**src/rtl/rr_log_packer_pkg.sv**
```systemverilog
// Shared fpgarr record types.
// Holds the AXI-Lite record widths used by the other recorders and the
// derivation of the logging-bus record width and beat count used by
// rr_log_packer. The packer FSM state type lives here as well.
package rr_log_packer_pkg;

  // AXI-Lite channel record widths (payload plus per-channel sideband)
  localparam int unsigned AXIL_ADDR_W   = 32;
  localparam int unsigned AXIL_DATA_W   = 32;
  localparam int unsigned AXIL_STRB_W   = AXIL_DATA_W / 8;
  localparam int unsigned AXIL_AW_REC_W = AXIL_ADDR_W + 3;
  localparam int unsigned AXIL_W_REC_W  = AXIL_DATA_W + AXIL_STRB_W;
  localparam int unsigned AXIL_B_REC_W  = 2;
  localparam int unsigned AXIL_AR_REC_W = AXIL_ADDR_W + 3;
  localparam int unsigned AXIL_R_REC_W  = AXIL_DATA_W + 2;

  // Logging-bus record: {loge_valid, logb_valid, logb_data}, data at LSBs
  function automatic int unsigned logb_rec_width(
    input int unsigned loge_cnt,
    input int unsigned logb_cnt,
    input int unsigned logb_data_w
  );
    return loge_cnt + logb_cnt + logb_data_w;
  endfunction

  // Beats needed to carry one record over an out_w-wide stream
  function automatic int unsigned logb_beat_count(
    input int unsigned rec_w,
    input int unsigned out_w
  );
    return (rec_w + out_w - 1) / out_w;
  endfunction

  typedef enum logic [0:0] {
    PK_IDLE = 1'b0,
    PK_SEND = 1'b1
  } packer_state_e;

endpackage

```
**src/rtl/rr_sync_fifo.sv**
```systemverilog
// Single-clock record buffer.
// Ports:
//   clk, sync_rst      clock, synchronous active-high reset
//   wr_en, wr_data     write request; ignored while full (a same-cycle pop
//                      does not make room)
//   rd_en, rd_data     pop request; rd_data shows the head entry (no bypass
//                      from a same-cycle write)
//   count, full, empty occupancy status
module rr_sync_fifo #(
  parameter int unsigned WIDTH = 43,
  parameter int unsigned DEPTH = 16
) (
  input  logic                     clk,
  input  logic                     sync_rst,
  input  logic                     wr_en,
  input  logic [WIDTH-1:0]         wr_data,
  input  logic                     rd_en,
  output logic [WIDTH-1:0]         rd_data,
  output logic [$clog2(DEPTH):0]   count,
  output logic                     full,
  output logic                     empty
);

  localparam int unsigned AW = $clog2(DEPTH);
  localparam int unsigned CW = AW + 1;

  logic [WIDTH-1:0] r_mem [DEPTH];
  logic [AW-1:0]    r_wr_ptr;
  logic [AW-1:0]    r_rd_ptr;
  logic [CW-1:0]    r_count;
  logic             w_wr;
  logic             w_rd;

  assign full  = (r_count == CW'(DEPTH));
  assign empty = (r_count == '0);
  assign count = r_count;

  assign w_wr = wr_en && !full && !sync_rst;
  assign w_rd = rd_en && !empty && !sync_rst;

  assign rd_data = r_mem[r_rd_ptr];

  // Pointers are AW bits wide, so increment wraps modulo DEPTH
  always_ff @(posedge clk) begin
    if (sync_rst) begin
      r_wr_ptr <= '0;
      r_rd_ptr <= '0;
      r_count  <= '0;
    end else begin
      if (w_wr) r_wr_ptr <= r_wr_ptr + 1'b1;
      if (w_rd) r_rd_ptr <= r_rd_ptr + 1'b1;
      case ({w_wr, w_rd})
        2'b10:   r_count <= r_count + 1'b1;
        2'b01:   r_count <= r_count - 1'b1;
        default: r_count <= r_count;
      endcase
    end
  end

  always_ff @(posedge clk) begin
    if (w_wr) r_mem[r_wr_ptr] <= wr_data;
  end

endmodule

```
**src/rtl/rr_log_packer.sv**
```systemverilog
// Logging-bus record packer.
// Captures one record per cycle in which any logb/loge flag is set, buffers
// it, and serializes each record LSB-slice-first as NBEATS beats on a
// valid/ready stream.
// Ports:
//   clk, sync_rst     clock, synchronous active-high reset
//   logb_valid        per-channel data valid
//   logb_data         concatenated channel data, channel 0 at LSBs
//   loge_valid        per-channel end-of-transaction flags
//   logb_almful       registered backpressure to the recorders
//   out_valid/ready   beat handshake
//   out_data          beat data
//   out_last          final beat of a record
//   overflow          sticky, set when a record is dropped
module rr_log_packer
  import rr_log_packer_pkg::*;
#(
  parameter int unsigned LOGB_CHANNEL_CNT = 2,
  parameter int unsigned LOGB_DATA_WIDTH  = 36,
  parameter int unsigned LOGE_CHANNEL_CNT = 5,
  parameter int unsigned OUT_WIDTH        = 16,
  parameter int unsigned DEPTH            = 16,
  parameter int unsigned ALMFUL_MARGIN    = 4
) (
  input  logic                        clk,
  input  logic                        sync_rst,
  input  logic [LOGB_CHANNEL_CNT-1:0] logb_valid,
  input  logic [LOGB_DATA_WIDTH-1:0]  logb_data,
  input  logic [LOGE_CHANNEL_CNT-1:0] loge_valid,
  output logic                        logb_almful,
  output logic                        out_valid,
  input  logic                        out_ready,
  output logic [OUT_WIDTH-1:0]        out_data,
  output logic                        out_last,
  output logic                        overflow
);

  localparam int unsigned REC_W  = logb_rec_width(LOGE_CHANNEL_CNT, LOGB_CHANNEL_CNT,
                                                  LOGB_DATA_WIDTH);
  localparam int unsigned NBEATS = logb_beat_count(REC_W, OUT_WIDTH);
  localparam int unsigned PAD_W  = NBEATS * OUT_WIDTH;
  localparam int unsigned CH_W   = LOGB_DATA_WIDTH / LOGB_CHANNEL_CNT;
  localparam int unsigned CW     = $clog2(DEPTH) + 1;
  localparam int unsigned BW     = (NBEATS > 1) ? $clog2(NBEATS) : 1;
  localparam logic [CW-1:0] ALMFUL_TH = CW'(DEPTH - ALMFUL_MARGIN);
  localparam logic [BW-1:0] LAST_IDX  = BW'(NBEATS - 1);

  packer_state_e r_state;
  packer_state_e w_state_nxt;
  logic [BW-1:0] r_beat_idx;
  logic          r_almful;
  logic          r_overflow;

  logic [LOGB_DATA_WIDTH-1:0] w_masked;
  logic [REC_W-1:0]           w_record;
  logic [REC_W-1:0]           w_rd_data;
  logic [PAD_W-1:0]           w_rd_pad;
  logic [OUT_WIDTH-1:0]       w_beat;
  logic [CW-1:0]              w_count;
  logic [CW-1:0]              w_count_nxt;
  logic                       w_full;
  logic                       w_empty;
  logic                       w_cap;
  logic                       w_wr_ok;
  logic                       w_hs;
  logic                       w_last;
  logic                       w_pop;

  // Data of channels whose valid is low is stored as zero
  always_comb begin
    w_masked = '0;
    for (int unsigned c = 0; c < LOGB_CHANNEL_CNT; c++) begin
      if (logb_valid[c]) w_masked[c*CH_W +: CH_W] = logb_data[c*CH_W +: CH_W];
    end
  end

  assign w_record = {loge_valid, logb_valid, w_masked};
  assign w_cap    = ((|logb_valid) || (|loge_valid)) && !sync_rst;
  assign w_wr_ok  = w_cap && !w_full;

  rr_sync_fifo #(
    .WIDTH (REC_W),
    .DEPTH (DEPTH)
  ) u_fifo (
    .clk      (clk),
    .sync_rst (sync_rst),
    .wr_en    (w_cap),
    .wr_data  (w_record),
    .rd_en    (w_pop),
    .rd_data  (w_rd_data),
    .count    (w_count),
    .full     (w_full),
    .empty    (w_empty)
  );

  assign w_hs   = (r_state == PK_SEND) && out_ready;
  assign w_last = (r_beat_idx == LAST_IDX);
  assign w_pop  = w_hs && w_last;

  always_comb begin
    case ({w_wr_ok, w_pop})
      2'b10:   w_count_nxt = w_count + CW'(1);
      2'b01:   w_count_nxt = w_count - CW'(1);
      default: w_count_nxt = w_count;
    endcase
  end

  // IDLE leaves on the next-cycle occupancy (not the current count) so a
  // record written into an empty buffer is presented the following cycle.
  always_comb begin
    w_state_nxt = r_state;
    case (r_state)
      PK_IDLE: if (!w_empty || w_wr_ok) w_state_nxt = PK_SEND;
      PK_SEND: if (w_pop && (w_count_nxt == '0)) w_state_nxt = PK_IDLE;
      default: w_state_nxt = PK_IDLE;
    endcase
  end

  always_ff @(posedge clk) begin
    if (sync_rst) begin
      r_state    <= PK_IDLE;
      r_beat_idx <= '0;
      r_almful   <= 1'b0;
      r_overflow <= 1'b0;
    end else begin
      r_state  <= w_state_nxt;
      r_almful <= (w_count_nxt >= ALMFUL_TH);
      if (w_cap && w_full) r_overflow <= 1'b1;
      if (w_hs) r_beat_idx <= w_last ? '0 : r_beat_idx + 1'b1;
    end
  end

  assign w_rd_pad = PAD_W'(w_rd_data);

  always_comb begin
    w_beat = '0;
    for (int unsigned b = 0; b < NBEATS; b++) begin
      if (r_beat_idx == BW'(b)) w_beat = w_rd_pad[b*OUT_WIDTH +: OUT_WIDTH];
    end
  end

  assign out_valid   = (r_state == PK_SEND);
  assign out_data    = out_valid ? w_beat : '0;
  assign out_last    = out_valid && w_last;
  assign logb_almful = r_almful;
  assign overflow    = r_overflow;

endmodule
```
**config.mk**
```make
export PLATFORM = sky130hd
export DESIGN_NAME = rr_log_packer
export DESIGN_NICKNAME = d
export VERILOG_FILES = /design/src/rtl/rr_log_packer_pkg.sv /design/src/rtl/rr_sync_fifo.sv /design/src/rtl/rr_log_packer.sv
export SDC_FILE = /design/constraint.sdc
export NUM_CORES = 1
export LEC_CHECK = 0
export CORE_MARGIN = 1.5
export CORE_UTILIZATION = 40
export DETAILED_ROUTE_END_ITERATION = 10
export GPL_TIMING_DRIVEN = 0
export PLACE_DENSITY = 0.58
export SLEW_MARGIN = 20
export SYNTH_ARGS = -nofsm -noshare
export SYNTH_HDL_FRONTEND = slang
export SYNTH_SLANG_ARGS = --single-unit
```
**constraint.sdc**
```tcl
create_clock -name clk -period 5.1 [get_ports clk]
set_input_delay 1.02 -clock clk [delete_from_list [all_inputs] [get_ports clk]]
set_output_delay 1.02 -clock clk [all_outputs]
set_load 0.01 [all_outputs]
```
==> metrics <==
Synth Cell Area 0.02785 sq mm; leak pwr 10.21 nW; largest stage delay on the critical path 550 ps; CP Capture Point out_data[0]; clock latency on the worst-skew pair 610 ps; Final min period 4944 ps; Final Setup Violations 0; DP Cell Count 2353; clock tree buffer depth 3; post-synthesis cell type count 50; relative slew slack 0.2816; worst-case reg-to-reg path depth 9; Seq. cell area 0.02110 sq mm; CP Launch Type flop; required time of the critical path 4080 ps; critical path data arrival time 3920 ps; worst reg-to-reg setup slack 1270 ps; core area 0.06871 sq mm; Final Skew 28.16 ps; Max-cap violations 0; Num CTS Buffers 72; reg2reg end u_fifo.r_mem[1][2]$_DFFE_PP_; Post-Synthesis Cells 1308; CTS Hold Bufs 0; gpl congestion 0.7830; Worst Setup Slack, final 156.2 ps; Ports 66; CTS root buf clkbuf_16; CTS H-tree depth 3; RR Startpoint u_fifo.count[0]$_SDFFE_PP0P_; Max Slew Vio Count 0; PwrDens 366.1 mW/mm^2; register area share after synthesis 0.7577; Clock transition at path regs 60 ps; drc violations 0; antenna cells 0; commonest non-fill, non-tap cell in the layout edfxtp_1; Via-to-Cell Ratio 5.545; maximum VDD drop 0.0002166 V; syn_nets 1364; Core Util, Final 0.4795; initial antenna violation count 1; post-DP HPWL 45940 um; Min Hold Slack 471.7 ps; most frequent cells in the layout 688 x edfxtp_1, 167 x mux4_2, 74 x clkbuf_16, 64 x clkdlybuf4s50_1, 53 x mux2i_1; family with the most delay on the worst path buffers and inverters; Buf+Inv Stages, Crit Path 5; number of cells on the critical path 9; TritonRoute pass-1 iters 5; status finished, final reports clean; chip width 266.9 um; gr ovfl total 0; largest net degree at the start of global routing 27; Routed WL per cell 27.71 um; unrepaired setup endpoints after global routing false; non-filler cells, final 2481; global-route wire length before repair 98760 um; Max stage delay cell, worst path mux4_2; worst hold path type reg -> reg; Syn. warnings 0; die footprint 0.07121 sq mm; FP Rows 96; Max Fanout on Critical Path 10; die height 266.9 um; Vias 13758; DP Area 0.03069 sq mm; clk sinks 710; worst-margin pin slew 1074 ps; # fillers 5666; element type at the critical path end output pin; Achievable Freq 202.3 MHz; Post-synth EDFFs 688; Syn Area/Cell 21.29 sq um; area occupied by multi-input gates 0.006415 sq mm; vias in the first global route 14169; IO Port Bufs 65; Synth Register Bits 710; fraction of layout cells with a size suffix above 1 0.2471; cell area after layout 0.03294 sq mm; DR iter-0 viols 1144; P&R area growth vs syn 18.29%; fin crit share 0.9694; Post-CTS Setup Repair Bufs 0; Async SR Flop Fraction 0; CTS tree done; fin nets 1551; pre-CTS setup slack -131.6 ps; Hold Fails Final Rpt 0; Top cell by count, worst path buf_6; critical path class reg -> out; drt total wl 68740 um; Final ANT Viol Nets 0; critical path, cell by cell buf_6, buf_8, buf_6, buf_4, mux4_2, mux2i_1, o21ai_1, o311a_1, clkdlybuf4s50_1; total track usage 0.1970; ys flop type edfxtp_1; Initial Utilization 0.4053
[cell type report]
class                   count  area share
clock buffers              85     0.05747
plain buffers              74     0.01337
flip-flops and latches    710      0.6405
well taps                 931     0.03536
repair buffers            114     0.04721
clock inverters            44     0.01033
inverters                   9    0.001025
multi-input cells         514      0.1947
[state kept, by name, summed over array words and instances (netlist names), named ones only]
register	flops
overflow	1
u_fifo.count	5
logb_almful	1
r_beat_idx	2
out_valid	1
u_fifo.r_rd_ptr	4
u_fifo.r_wr_ptr	4
u_fifo.r_mem	688
[worst min-delay path, stage by stage (launching register included)]
cell	delay, ps
dfxtp_1	330
a31oi_1	40
nor2_1	70
[cell usage after synthesis (4+ instances only)]
master / number / share of area
xor2_1: 6 / 0.0019
o311a_1: 10 / 0.0036
mux4_1: 9 / 0.0085
buf_2: 23 / 0.0041
inv_1: 9 / 0.0012
buf_4: 7 / 0.0019
a21oi_1: 13 / 0.0023
nor4_1: 11 / 0.0025
ha_1: 10 / 0.0045
edfxtp_1: 688 / 0.74
o22ai_1: 10 / 0.0022
nand2_1: 17 / 0.0023
dfxtp_1: 22 / 0.016
and2_1: 39 / 0.0088
buf_1: 7 / 0.00094
nand3_1: 4 / 0.00072
a221oi_1: 12 / 0.0038
nand2b_1: 13 / 0.0029
o21ai_0: 26 / 0.0047
mux4_2: 167 / 0.14
nor3_1: 27 / 0.0049
and3_1: 5 / 0.0011
buf_6: 9 / 0.0036
mux2i_1: 53 / 0.019
nor2b_1: 6 / 0.0013
clkbuf_1: 27 / 0.0036
nor2_1: 42 / 0.0057
[repair_timing]
item / CTS / global route
gates resized for setup: 9 / 6
endpoints found under the setup margin: 10 / 6
pin swaps: 0 / 0
[how the worst min path moves through the flow]
stage                                         start                     to  slack, ps  cells past startpoint
floorplan           u_fifo.r_rd_ptr[3]$_SDFFE_PP0P_                   flop        480                      2
global placement              overflow$_SDFFE_PP0P_  overflow$_SDFFE_PP0P_        470                      2
detailed placement            overflow$_SDFFE_PP0P_  overflow$_SDFFE_PP0P_        460                      2
CTS                           overflow$_SDFFE_PP0P_  overflow$_SDFFE_PP0P_        480                      2
global route                  overflow$_SDFFE_PP0P_  overflow$_SDFFE_PP0P_        510                      2
finish                        overflow$_SDFFE_PP0P_  overflow$_SDFFE_PP0P_        470                      2
[logic make-up after synthesis]
logic type               Yosys count  share of synthesized area
adder cells (fa/ha/maj)           10                   0.004493
AND/OR/NAND/NOR                  177                    0.03361
flip-flops                       710                     0.7577
buffers and inverters             84                    0.01671
XOR/XNOR                           9                   0.002831
multiplexers                     231                     0.1634
AO/OA/AOI/OAI                     87                    0.02130
[stage by stage]
step,total power [mW],TNS [ps]
detailed placement,7.137,-1832
CTS,12.16,0
floorplan,6.880,-9402
global placement,7.095,-2277850
finish,12.06,0
global route,12.41,0
[report_power, final]
part | switching, mW | internal (mW) | leakage [nW]
Combinational | 0.298 | 0.181 | 2.63
Clock | 2.15 | 2.90 | 1.10
Sequential | 0.0273 | 6.50 | 6.48
[per-layer routing]
layer	part of all wire	up-vias	GRT usage
met5	0.00013	-	0
met2	0.49	445	0.3247
met3	0.057	108	0.03174
li1	-	5847	-
met4	0.026	2	0.06296
met1	0.43	7356	0.2687
No activity file was read; power rests on OpenSTA's default activity.
